**src/rtl/countdown_timer.sv**
```systemverilog
// countdown_timer
//
// Loadable, pausable down-counter with a programmable prescaler. Used by the
// game FSMs for song-start countdowns, note-window timeouts and periodic beat
// ticks. A count step happens every prescale+1 clock cycles while running.
//
// Ports:
//   clock        system clock, all logic on its rising edge
//   reset_n      asynchronous, active-low reset
//   load         synchronous load strobe (highest priority)
//   load_value   value captured on load; also becomes the reload value
//   prescale     a count step occurs every prescale+1 clock cycles
//   start        start from IDLE or EXPIRED; resume from PAUSED
//   pause        freeze while in RUN
//   auto_reload  on expiry, reload and keep running instead of stopping
//   q            current count
//   tick         one-cycle pulse on every decrement
//   done         one-cycle pulse when the count expires
//   running      high while in RUN
//   expired      high while in EXPIRED

module countdown_timer #(
  parameter int WIDTH          = 8,
  parameter int PRESCALE_WIDTH = 26
) (
  input  logic                      clock,
  input  logic                      reset_n,
  input  logic                      load,
  input  logic [WIDTH-1:0]          load_value,
  input  logic [PRESCALE_WIDTH-1:0] prescale,
  input  logic                      start,
  input  logic                      pause,
  input  logic                      auto_reload,
  output logic [WIDTH-1:0]          q,
  output logic                      tick,
  output logic                      done,
  output logic                      running,
  output logic                      expired
);

  typedef enum logic [1:0] {
    IDLE    = 2'd0,
    RUN     = 2'd1,
    PAUSED  = 2'd2,
    EXPIRED = 2'd3
  } state_t;

  state_t                    state;
  state_t                    state_next;
  logic [WIDTH-1:0]          q_next;
  logic [WIDTH-1:0]          reload_reg;
  logic [WIDTH-1:0]          reload_next;
  logic [PRESCALE_WIDTH-1:0] pc;
  logic [PRESCALE_WIDTH-1:0] pc_next;
  logic                      tick_next;
  logic                      done_next;

  // State, count, reload value, prescaler and the registered pulses all
  // update together; reset clears everything immediately, aborting any
  // countdown in progress.
  always_ff @(posedge clock or negedge reset_n) begin
    if (!reset_n) begin
      state      <= IDLE;
      q          <= '0;
      reload_reg <= '0;
      pc         <= '0;
      tick       <= 1'b0;
      done       <= 1'b0;
    end else begin
      state      <= state_next;
      q          <= q_next;
      reload_reg <= reload_next;
      pc         <= pc_next;
      tick       <= tick_next;
      done       <= done_next;
    end
  end

  // Next-state logic. Priority is load > pause > start > prescaler step, so
  // a load silently swallows any start, pause or terminal step that lands
  // in the same cycle.
  always_comb begin
    state_next  = state;
    q_next      = q;
    reload_next = reload_reg;
    pc_next     = pc;
    tick_next   = 1'b0;
    done_next   = 1'b0;

    if (load) begin
      q_next      = load_value;
      reload_next = load_value;
      pc_next     = '0;
      state_next  = IDLE;
    end else begin
      unique case (state)
        IDLE: begin
          if (start && (q != '0)) begin
            state_next = RUN;
            pc_next    = '0;
          end
        end

        RUN: begin
          if (pause) begin
            state_next = PAUSED;
          end else if (q == '0) begin
            // Cannot normally happen; park in EXPIRED rather than wrap.
            state_next = EXPIRED;
          end else if (pc >= prescale) begin
            // >= rather than == so a prescale shrunk mid-run cannot strand
            // the prescaler above the new terminal value.
            pc_next   = '0;
            tick_next = 1'b1;
            if (q == WIDTH'(1)) begin
              done_next = 1'b1;
              if (auto_reload && (reload_reg != '0)) begin
                q_next = reload_reg;
              end else begin
                q_next     = '0;
                state_next = EXPIRED;
              end
            end else begin
              q_next = q - WIDTH'(1);
            end
          end else begin
            pc_next = pc + PRESCALE_WIDTH'(1);
          end
        end

        PAUSED: begin
          // Resume keeps the held prescaler phase.
          if (start && !pause) begin
            state_next = RUN;
          end
        end

        EXPIRED: begin
          if (start && (reload_reg != '0)) begin
            q_next     = reload_reg;
            pc_next    = '0;
            state_next = RUN;
          end
        end

        default: state_next = IDLE;
      endcase
    end
  end

  assign running = (state == RUN);
  assign expired = (state == EXPIRED);

endmodule

```
**config.mk**
```make
export PLATFORM = sky130hd
export DESIGN_NAME = countdown_timer
export DESIGN_NICKNAME = d
export VERILOG_FILES = /design/src/rtl/countdown_timer.sv
export SDC_FILE = /design/constraint.sdc
export NUM_CORES = 1
export LEC_CHECK = 0
export ABC_CLOCK_PERIOD_IN_PS = 4300
export BUFFER_PORTS_ARGS = -buffer_cell sky130_fd_sc_hd__buf_2
export CAP_MARGIN = 30
export CELL_PAD_IN_SITES_DETAIL_PLACEMENT = 1
export CELL_PAD_IN_SITES_GLOBAL_PLACEMENT = 1
export CORE_ASPECT_RATIO = 2
export CORE_UTILIZATION = 48
export CTS_BUF_LIST = sky130_fd_sc_hd__clkbuf_2
export CTS_CLUSTER_DIAMETER = 200
export DETAILED_ROUTE_END_ITERATION = 6
export GPL_ROUTABILITY_DRIVEN = 0
export HOLD_SLACK_MARGIN = 0.02
export PLACE_DENSITY_LB_ADDON = 0.1
export SKIP_LAST_GASP = 1
export SLEW_MARGIN = 40
export SYNTH_ARGS = -nofsm -noshare
export SYNTH_HDL_FRONTEND = slang
export SYNTH_SLANG_ARGS = --single-unit
```
**constraint.sdc**
```tcl
create_clock -name clock -period 4.3 [get_ports clock]
set_input_delay 0.215 -clock clock [delete_from_list [all_inputs] [get_ports clock]]
set_output_delay 0.215 -clock clock [all_outputs]
set_load 0.05 [all_outputs]
```
# After elaboration in Yosys (flattened, before gate mapping)
# Cells that the tools add are included.
op_classes:
  n_reduce_logical: 14
  addsub: 2
  n_eq_ne: 13
  bitwise_logic: 0
  shift: 0
  magnitude_cmp: 1
  div: 0
  n_mul: 0
  mux: 36
ops:
  columns: ["op", "count"]
  rows:
  - ["2-to-1 mux 26 bit", 6]
  - ["case mux 26 bit (3 select lines)", 1]
  - ["2-to-1 mux 8 bit", 7]
  - ["adder 26 x 1 -> 26 bit, second input constant", 1]
  - [">= comparator 26 bit", 1]
  - ["2-to-1 mux 2 bit", 9]
  - ["case mux 8 bit (2 select lines)", 1]
  - ["nonzero test 8 bit", 2]
  - ["!= test 3 bit, second input constant", 4]
  - ["2-to-1 mux 1 bit", 11]
  - ["!= test 5 x 3 -> 1 bit, second input constant", 2]
  - ["AND reduction 5 bit", 2]
  - ["equality test 8 x 1 -> 1 bit, second input constant", 1]
  - ["logical NOT 8 bit", 1]
  - ["case mux 2 bit (4 select lines)", 1]
  - ["subtractor 8 x 1 -> 8 bit, second input constant", 1]
  - ["!= test 3 x 2 -> 1 bit, second input constant", 2]
  - ["AND reduction 6 bit", 1]
  - ["!= test 5 bit, second input constant", 1]
  - ["equality test 2 bit, second input constant", 2]
  - ["logical AND 1 bit", 4]
  - ["nonzero test 4 bit", 1]
  - ["nonzero test 3 bit", 1]
  - ["equality test 2 x 1 -> 1 bit, second input constant", 1]
  - ["other kinds (2)", 2]
totals:
  wordCells: 72
  rom_bits: 0
  latchBits: 0
  out_inout_bits: 12
  input_bits: 40
  n_memories: 0
  ff_bits: 46
  ramBits: 0

# Depth between registers and ports, before layout
# Gate-level depths: netlist of the first run.
depth:
  ltp_word: 9
  depth_mapped: 11
  ltp_nobuf: 10

# Worst setup path after synthesis of the first run
# Ideal clock, no wire load.
synth_path:
  path_kind: "flip-flop to flip-flop"
  startpoint: "register state[1]"
  endpoint: "register pc[25]"
  period_less_slack_ns: 2.513
  setup_time_ns: 0.119
  n_path_buf: 0
  slack_ns: 1.787
  stages_incl_launch_ff: 11
  arrival_time_ns: 2.395
  cell_sequence: "dfrtp_1 > inv_1 > ha_1 > inv_1 > a211oi_2 > o32ai_4 > nor2_1 > nand3_1 > nor2_1 > xnor2_1 > nor2_1"
synth_between:
  elab_chain_len: 3
  word_cells_on_any_way: 11
  cone_classes: "6 x eq/ne; 2 x mux; 3 x reduce/logical"
synth_rtl:
  columns: ["item", "line_no", "text"]
  rows:
  - ["start: declaration", "48", "state_t state;"]
  - ["start signal: assignment", "70", "state <= state_next;"]
  - ["equality test 2 x 1 -> 1 bit *", null, null]
  - ["via running", "37", "output logic running,"]
  - ["!= test 3 bit (no source line), or another cell as far along", null, null]
  - ["AND reduction 5 bit (no source line) or 2-to-1 mux 26 bit (tied branches)", null, null]
  - ["end signal: assignment", "73", "pc <= pc_next;"]
  - ["end: declaration", "53", "logic [PRESCALE_WIDTH-1:0] pc;"]
# The timed path passes the listed nets; every way through them passes the cells marked *.
# A chain may end at the register's enable or synchronous reset.

# Worst setup path after layout of the first run
layout_path:
  startpoint: "register pc[23]"
  endpoint: "register q[5]"
layout_between:
  elab_chain_len: 3
layout_rtl:
  columns: ["item", "line_no", "text"]
  rows:
  - [">= comparator 26 bit", "110", "end else if (pc >= prescale) begin"]
  - ["!= test 3 x 2 -> 1 bit (no source line)", null, null]
  - ["AND reduction 5 bit (no source line)", null, null]
  - ["end signal: assignment", "71", "q <= q_next;"]
  - ["end: declaration", "34", "output logic [WIDTH-1:0] q,"]
# No other way between the ends.

==> results of run 1 <==
## per-stage QoR
stage          instances  hold WS (ps)  instance area (um^2)  total power, mW  util, %
4_1_cts              509           160                  3710             1.51     56.4
5_1_grt              509           147                  3710             1.60     56.4
2_1_floorplan        363         -80.6                  3260             1.13        -
3_5_place_dp         493           276                  3580             1.32     54.5
6_report             509           187                  3710             1.50     56.4
3_3_place_gp         493           463                  3570             1.29     54.4
## Yosys cell counts, types with 2 or more instances
cell type   n  area (um^2)
a211oi_1    5         37.5
a21o_1      6         45.0
a21oi_1    16         80.1
a222oi_1    3         30.0
a31oi_1     3         18.8
and3_1      4         25.0
and4_4      2         22.5
buf_2       3         15.0
buf_6       2         22.5
clkbuf_1    4         15.0
dfrtp_1    46         1150
ha_1       33          413
inv_1      38          143
mux2_2      6         67.6
nand2_1    26         97.6
nand2b_1    4         25.0
nand3_1    13         65.1
nand4_1    10         62.6
nand4_4     2         42.5
nor2_1     45          169
nor2_2      3         18.8
nor2b_1     2         12.5
nor3_1      8         40.0
nor3_2      2         20.0
nor3_4      2         32.5
nor3b_1     2         15.0
nor4_1      5         31.3
o21ai_0    20          100
o21ai_1     5         25.0
xnor2_1    12          105
xor2_1     11         96.3
## power by group through the flow
| stage | combinational (mW) | sequential [mW] | clock (mW) |
|---|---|---|---|
| detailed placement | 0.733 | 0.584 | 0 |
| global placement | 0.711 | 0.581 | 0 |
| global route | 0.799 | 0.587 | 0.210 |
| CTS | 0.739 | 0.577 | 0.197 |
| finish | 0.731 | 0.577 | 0.193 |
| floorplan | 0.447 | 0.685 | 0 |
## kinds of logic (layout without fill, tap and decap cells)
logic type / count (synthesis) / count (layout) / share of synthesized area, %
buf+inv: 48 / 106 / 6.21
xor+xnor: 23 / 23 / 6.18
flops: 46 / 46 / 35.3
fa+ha+maj: 33 / 33 / 12.7
simple gates: 137 / 137 / 23.1
compound gates: 69 / 69 / 14.2
mux: 7 / 7 / 2.42
## cell type report
| class | instances | area (um^2) | area share [%] |
|---|---|---|---|
| clock buffer | 5 | 25.0 | 0.675 |
| clock inverter | 2 | 15.0 | 0.405 |
| inverter | 38 | 143 | 3.85 |
| multi-input combinational | 269 | 1910 | 51.5 |
| sequential | 46 | 1150 | 31.0 |
| tap | 88 | 110 | 2.97 |
| timing repair buffer | 61 | 355 | 9.58 |
## critical path, cell delays in order, from the launching register on
cell and delay, ps:
dfrtp_1 490, ha_1 320, nand4_1 200, nor4_1 510, o41ai_2 200, nand4_1 160, nand3_1 420, o21ai_0 320
o21ai_1 110
## what timing repair did
item                      CTS  global route
gates resized for setup     0             0
setup buffers               0             0
hold buffers                9             0
hold endpoints to repair   54             0
## per-layer routing
metal / wire length [um] / up-vias / global-route usage [%]
met5: 0 / - / 0
met4: 420 / 0 / 15.1
met3: 252 / 27 / 4.49
met2: 5150 / 69 / 51.6
met1: 2930 / 1437 / 23.7
li1: - / 1382 / -
## final timing paths
path	cells after the start	to	slack (ps)	startpoint
max	8	q[5]	1450	pc[23]
min	3	state[0]	190	pause
max reg2reg	8	q[5]	1450	pc[23]
min reg2reg	1	reload_reg[1]	580	reload_reg[1]
max in group asynchronous	2	reload_reg[5]	3620	reset_n
min in group asynchronous	2	pc[8]	270	reset_n
==> flow_metrics.py, run 1 <==
metrics = {
    "sta": {
        "rsz0062_at_grt": "no",
        "setup_ws_ps": 1450,
        "drv_slew": 0,
        "finalCritPeriodShare_pct": 66.2,
        "worstMarginPinSlew_ps": 664,
        "hold_violations": 0,
        "relSlewSlack_pct": 55.4,
        "skew_ps": 13.8,
        "finalSetupViolations": 0,
        "fin_tns_setup_ps": 0,
        "min_period_ps": 2850,
        "max_freq_mhz": 351,
    },
    "finish": {
        "final_nets": 494,
        "largest_reg_flops": 26,
        "diodes": 0,
        "area_growth_syn_to_layout_pct": 13.7,
        "final_cell_mix": "buf_2, dfrtp_1, nor2_1",
        "fill_cells": 819,
        "mostFrequentLayoutCell": "buf_2",
        "drive_gt1_share_pct": 20.0,
    },
    "synth": {
        "synth.cell_area_mm2": 0.00326,
        "synth-main-ff-cell": "dfrtp_1",
        "syn_area_per_cell_um2": 8.99,
        "yosys_warnings": 0,
        "ys_types": 51,
        "ys_async_sr_fraction_pct": 100,
        "ys_seq_area_share_pct": 35.3,
        "syn_nets": 436,
        "synth-edff-count": 0,
        "ys_ff_latch": 46,
        "syn_inst": 363,
    },
    "clocking": {
        "cts_htree_levels": 2,
        "cts.path.max_buffers": 2,
        "clkLatencyLatePin_ps": 460,
        "cts_buffers": 5,
        "clkTransAtPathRegs_ps": 250,
        "cts_root_buf": "clkbuf_2",
        "clock_sinks": 46,
        "tritoncts": "built",
    },
    "place": {
        "place_ws_ps": 1440,
        "hpwl_mm": 6.97,
        "portBuffers": 51,
    },
    "global_routing": {
        "grt_pass1_wl_mm": 14.1,
        "grt_overflow": 0,
        "grt_max_degree": 47,
        "antenna_found_initial": 0,
        "grt_pass1_vias": 3171,
        "grtUsageTotal_pct": 26.8,
    },
    "detailed_routing": {
        "wl_per_cell_um": 17.2,
        "via_per_inst": 5.73,
        "drt_pass1_iterations": 5,
        "drt-total-wl_mm": 8.76,
        "ant_nets": 0,
        "drcViolationCount": 0,
        "vias": 2915,
        "first_iter_violations": 55,
    },
    "power_and_ir_drop": {
        "p_clk_share_pct": 12.8,
        "pwr-share-comb_pct": 48.7,
        "peakVddDrop_mv": 0.303,
        "sw_frac_of_total_pct": 50.4,
        "power_switching_mw": 0.757,
        "power_per_cell_area_mw_per_mm2": 405,
        "power.internal_mw": 0.745,
        "p_seq_share_pct": 38.5,
        "leakagePower_nw": 1.86,
    },
    "floorplanning": {
        "die_h_um": 119,
        "fp.dieW_um": 60.3,
        "initial_core_util_pct": 49.7,
        "core-area_mm2": 0.00657,
        "rows": 42,
        "io_pins": 52,
        "die-area_mm2": 0.00715,
    },
    "min_path": {
        "min_path_type": "primary input to flip-flop",
    },
    "worst_setup_path": {
        "crit_fanout": 16,
        "cp.arrival_ps": 3200,
        "cp-end-kind": "flip-flop",
        "path_class": "flip-flop to flip-flop",
        "start_kind": "flip-flop",
        "required_ps": 4660,
    },
    "run_status": {
        "outcome": "complete, no violations",
    },
    "run": {
        "drv_cap": 0,
    },
}
No activity file was read; power rests on OpenSTA's default activity.
==> run 2: changes to the inputs <==
--- a/config.mk
+++ b/config.mk
@@ -5,13 +5,14 @@
 export SDC_FILE = /design/constraint.sdc
 export NUM_CORES = 1
 export LEC_CHECK = 0
-export ABC_CLOCK_PERIOD_IN_PS = 4300
+export ABC_AREA = 1
+export ABC_CLOCK_PERIOD_IN_PS = 2400
 export BUFFER_PORTS_ARGS = -buffer_cell sky130_fd_sc_hd__buf_2
 export CAP_MARGIN = 30
 export CELL_PAD_IN_SITES_DETAIL_PLACEMENT = 1
 export CELL_PAD_IN_SITES_GLOBAL_PLACEMENT = 1
 export CORE_ASPECT_RATIO = 2
-export CORE_UTILIZATION = 48
+export CORE_UTILIZATION = 39
 export CTS_BUF_LIST = sky130_fd_sc_hd__clkbuf_2
 export CTS_CLUSTER_DIAMETER = 200
 export DETAILED_ROUTE_END_ITERATION = 6
==> constraint.sdc (replaced) <==
create_clock -name clock -period 2.4 [get_ports clock]
set_input_delay 0.12 -clock clock [delete_from_list [all_inputs] [get_ports clock]]
set_output_delay 0.12 -clock clock [all_outputs]
set_load 0.05 [all_outputs]
==> flow_metrics.py, run 2 <==
metrics = {
    "clocking": {
        "clock_sinks": 46,
        "cts.path.max_buffers": 2,
        "clkLatencyLatePin_ps": 460,
        "cts_root_buf": "clkbuf_2",
        "clkTransAtPathRegs_ps": 240,
        "cts_htree_levels": 2,
        "cts_buffers": 5,
        "tritoncts": "built",
    },
    "synth": {
        "ys_seq_area_share_pct": 30.9,
        "synth_top_family_by_area": "simple AND/OR/NAND/NOR gates",
        "synth_area_leaders": "dfrtp_1, nand2_1, ha_1, inv_1, nand3_1",
        "synthAdderAreaFrac_pct": 11.1,
        "synth-edff-count": 0,
        "syn_nets": 620,
        "synth_most_common_cell": "nand2_1",
        "ys_ff_latch": 46,
        "synth_compound_area_share_pct": 5.60,
        "synth_top_cell_area_share_pct": 30.9,
        "synth_common_cells": "nand2_1, inv_1, nor2_1, nand3_1, dfrtp_1",
        "synth_xor_area_share_pct": 2.82,
        "synthSimpleGateAreaFrac_pct": 38.1,
        "syn_area_per_cell_um2": 6.82,
        "synth_mux_area_share_pct": 0,
        "yosysTopAreaCell": "dfrtp_1",
        "ys_types": 37,
        "ys_async_sr_fraction_pct": 100,
        "syn_inst": 547,
        "synth.cell_area_mm2": 0.00373,
        "synth-main-ff-cell": "dfrtp_1",
        "yosys_warnings": 0,
    },
    "run_status": {
        "violations": "design-rule violations",
        "outcome": "complete, but fails checks",
    },
    "sta": {
        "max_freq_mhz": 436,
        "finalSetupViolations": 0,
        "rsz0062_at_grt": "yes",
        "min_period_ps": 2300,
        "finalCritPeriodShare_pct": 95.6,
        "hold_violations": 0,
        "skew_ps": 34.1,
        "relSlewSlack_pct": 56.2,
        "fin_tns_setup_ps": 0,
        "worstMarginPinSlew_ps": 657,
        "drv_slew": 0,
    },
    "finish": {
        "mostFrequentLayoutCell": "nand2_1",
        "area_growth_syn_to_layout_pct": 14.3,
        "final_nets": 690,
        "drive_gt1_share_pct": 16.1,
        "largest_reg_flops": 26,
        "final_cell_mix": "nand2_1, inv_1, nor2_1",
    },
    "floorplanning": {
        "fp.dieW_um": 71.2,
        "rows": 50,
        "die-area_mm2": 0.00998,
        "initial_core_util_pct": 40.0,
        "io_pins": 52,
        "core-area_mm2": 0.00932,
        "die_h_um": 140,
    },
    "global_routing": {
        "antenna_found_initial": 1,
        "grtUsageTotal_pct": 24.9,
        "grt_pass1_vias": 4120,
        "grt_pass1_wl_mm": 19.0,
        "grt_overflow": 0,
        "grt_max_degree": 47,
    },
    "power_and_ir_drop": {
        "power_switching_mw": 1.73,
        "sw_frac_of_total_pct": 54.0,
        "power_per_cell_area_mw_per_mm2": 752,
        "power.internal_mw": 1.47,
        "leakagePower_nw": 2.38,
        "pwr-share-comb_pct": 58.6,
        "p_clk_share_pct": 10.0,
        "p_seq_share_pct": 31.4,
        "peakVddDrop_mv": 0.656,
        "finalPower_mw": 3.21,
    },
    "min_path": {
        "min_to": "state[0]",
        "hold_start": "pause",
        "hold-path-cell-count": 4,
        "min_path_type": "primary input to flip-flop",
    },
    "worst_setup_path": {
        "crit_fanout": 10,
        "cp-end-kind": "flip-flop",
        "crit_chain": "ha_1, nand2_1, inv_1, nand2_1, nand2_1, a21oi_1, nand2_1, nor2_4, nand3_2, buf_4, nand3_1, nand2_1",
        "path_class": "flip-flop to flip-flop",
        "r2r_slack_ps": 100,
        "crit_slowest_cell": "dfrtp_1",
        "r2r-start": "pc[21]",
        "start_kind": "flip-flop",
        "cpPeakStageDelay_ps": 500,
        "reg2reg_depth": 12,
        "cp.arrival_ps": 2650,
        "rr_endpoint": "q[1]",
        "crit_top_cell": "nand2_1",
        "required_ps": 2760,
    },
    "detailed_routing": {
        "drt_pass1_iterations": 7,
        "ant_nets": 0,
        "via_per_inst": 5.22,
        "drt-total-wl_mm": 11.6,
        "wl_per_cell_um": 16.0,
        "vias": 3764,
        "drcViolationCount": 1,
        "first_iter_violations": 124,
    },
    "place": {
        "portBuffers": 51,
        "hpwl_mm": 9.39,
    },
    "run": {
        "drv_cap": 0,
    },
}
[run 2: cell types whose count changed after synthesis, sizes merged, moves of 4 or more]
cell | before | now
nand2 | 26 | 161
inv | 38 | 92
nand3 | 14 | 60
nor2 | 49 | 70
xnor2 | 12 | 0
o21ai | 25 | 15
mux2 | 7 | 0
a211oi | 6 | 0
a21o | 6 | 0
and3 | 4 | 0
nand2b | 4 | 0
nor3 | 12 | 8
[run 2: how the worst max path moves through the flow]
stage | from | to | slack, ps | cells past startpoint
5_1_grt | pc[21] | pc[19] | 4 | 12
3_5_place_dp | pc[25] | pc[7] | 70 | 10
3_3_place_gp | q[0] | pc[25] | 110 | 15
2_1_floorplan | q[0] | pc[12] | 250 | 14
4_1_cts | pc[25] | pc[7] | 30 | 10
6_report | pc[21] | q[1] | 100 | 12
[run 2: power by group through the flow]
stage	Combinational (mW)	Sequential, mW	Clock [mW]
floorplan	1.17	1.21	0
global placement	1.79	1.02	0
detailed placement	1.83	1.02	0
CTS	1.85	1.01	0.337
global route	2.05	1.03	0.357
finish	1.88	1.01	0.321
[run 2: logic make-up (layout without fill, tap and decap cells)]
kind of cell / Yosys count / after routing
AND/OR/NAND/NOR: 317 / 317
AO/OA/AOI/OAI: 37 / 37
XOR/XNOR: 12 / 12
other: 0 / 1
flip-flops: 46 / 46
adder cells (fa/ha/maj): 33 / 33
buffers and inverters: 102 / 171
[run 2: critical path: cells and delay by family (launching register included)]
kind            cells  cell delay, ps
compound gates      1             280
fa+ha+maj           1             320
buf+inv             2             250
flops               1             500
simple gates        8             850
[run 2: through the flow]
stage	instance area [um^2]	std cells	util [%]	hold WS [ps]	setup WS, ps
2_1_floorplan	3730	547	-	-176	247
4_1_cts	4230	718	45.4	32.9	32.5
3_5_place_dp	4110	703	44.1	273	72.0
3_3_place_gp	4110	703	44.1	269	112
5_1_grt	4260	721	45.7	55.8	3.57
6_report	4260	721	45.7	60.3	104
[run 2: cell type report]
type                    count  area [um^2]
well taps                 104          130
diodes                      1         2.50
fillers                  1269         5060
repair buffers             72          439
clock buffers               5         25.0
flip-flops and latches     46         1150
clock inverters             1         3.75
inverters                  93          353
multi-input cells         399         2160
[run 2: per-layer routing]
layer  track usage (%)  part of all wire [%]
met1              23.3                    36
met2              50.4                    58
met3              3.02                   2.2
met4              11.7                   3.9
met5                 0                     0
[run 2: timing repair]
action / CTS / global route
resized for setup: 0 / 6
setup endpoints to repair: 0 / 24
setup buffers: 0 / 2
hold endpoints to repair: 55 / 0
hold buffers: 9 / 0
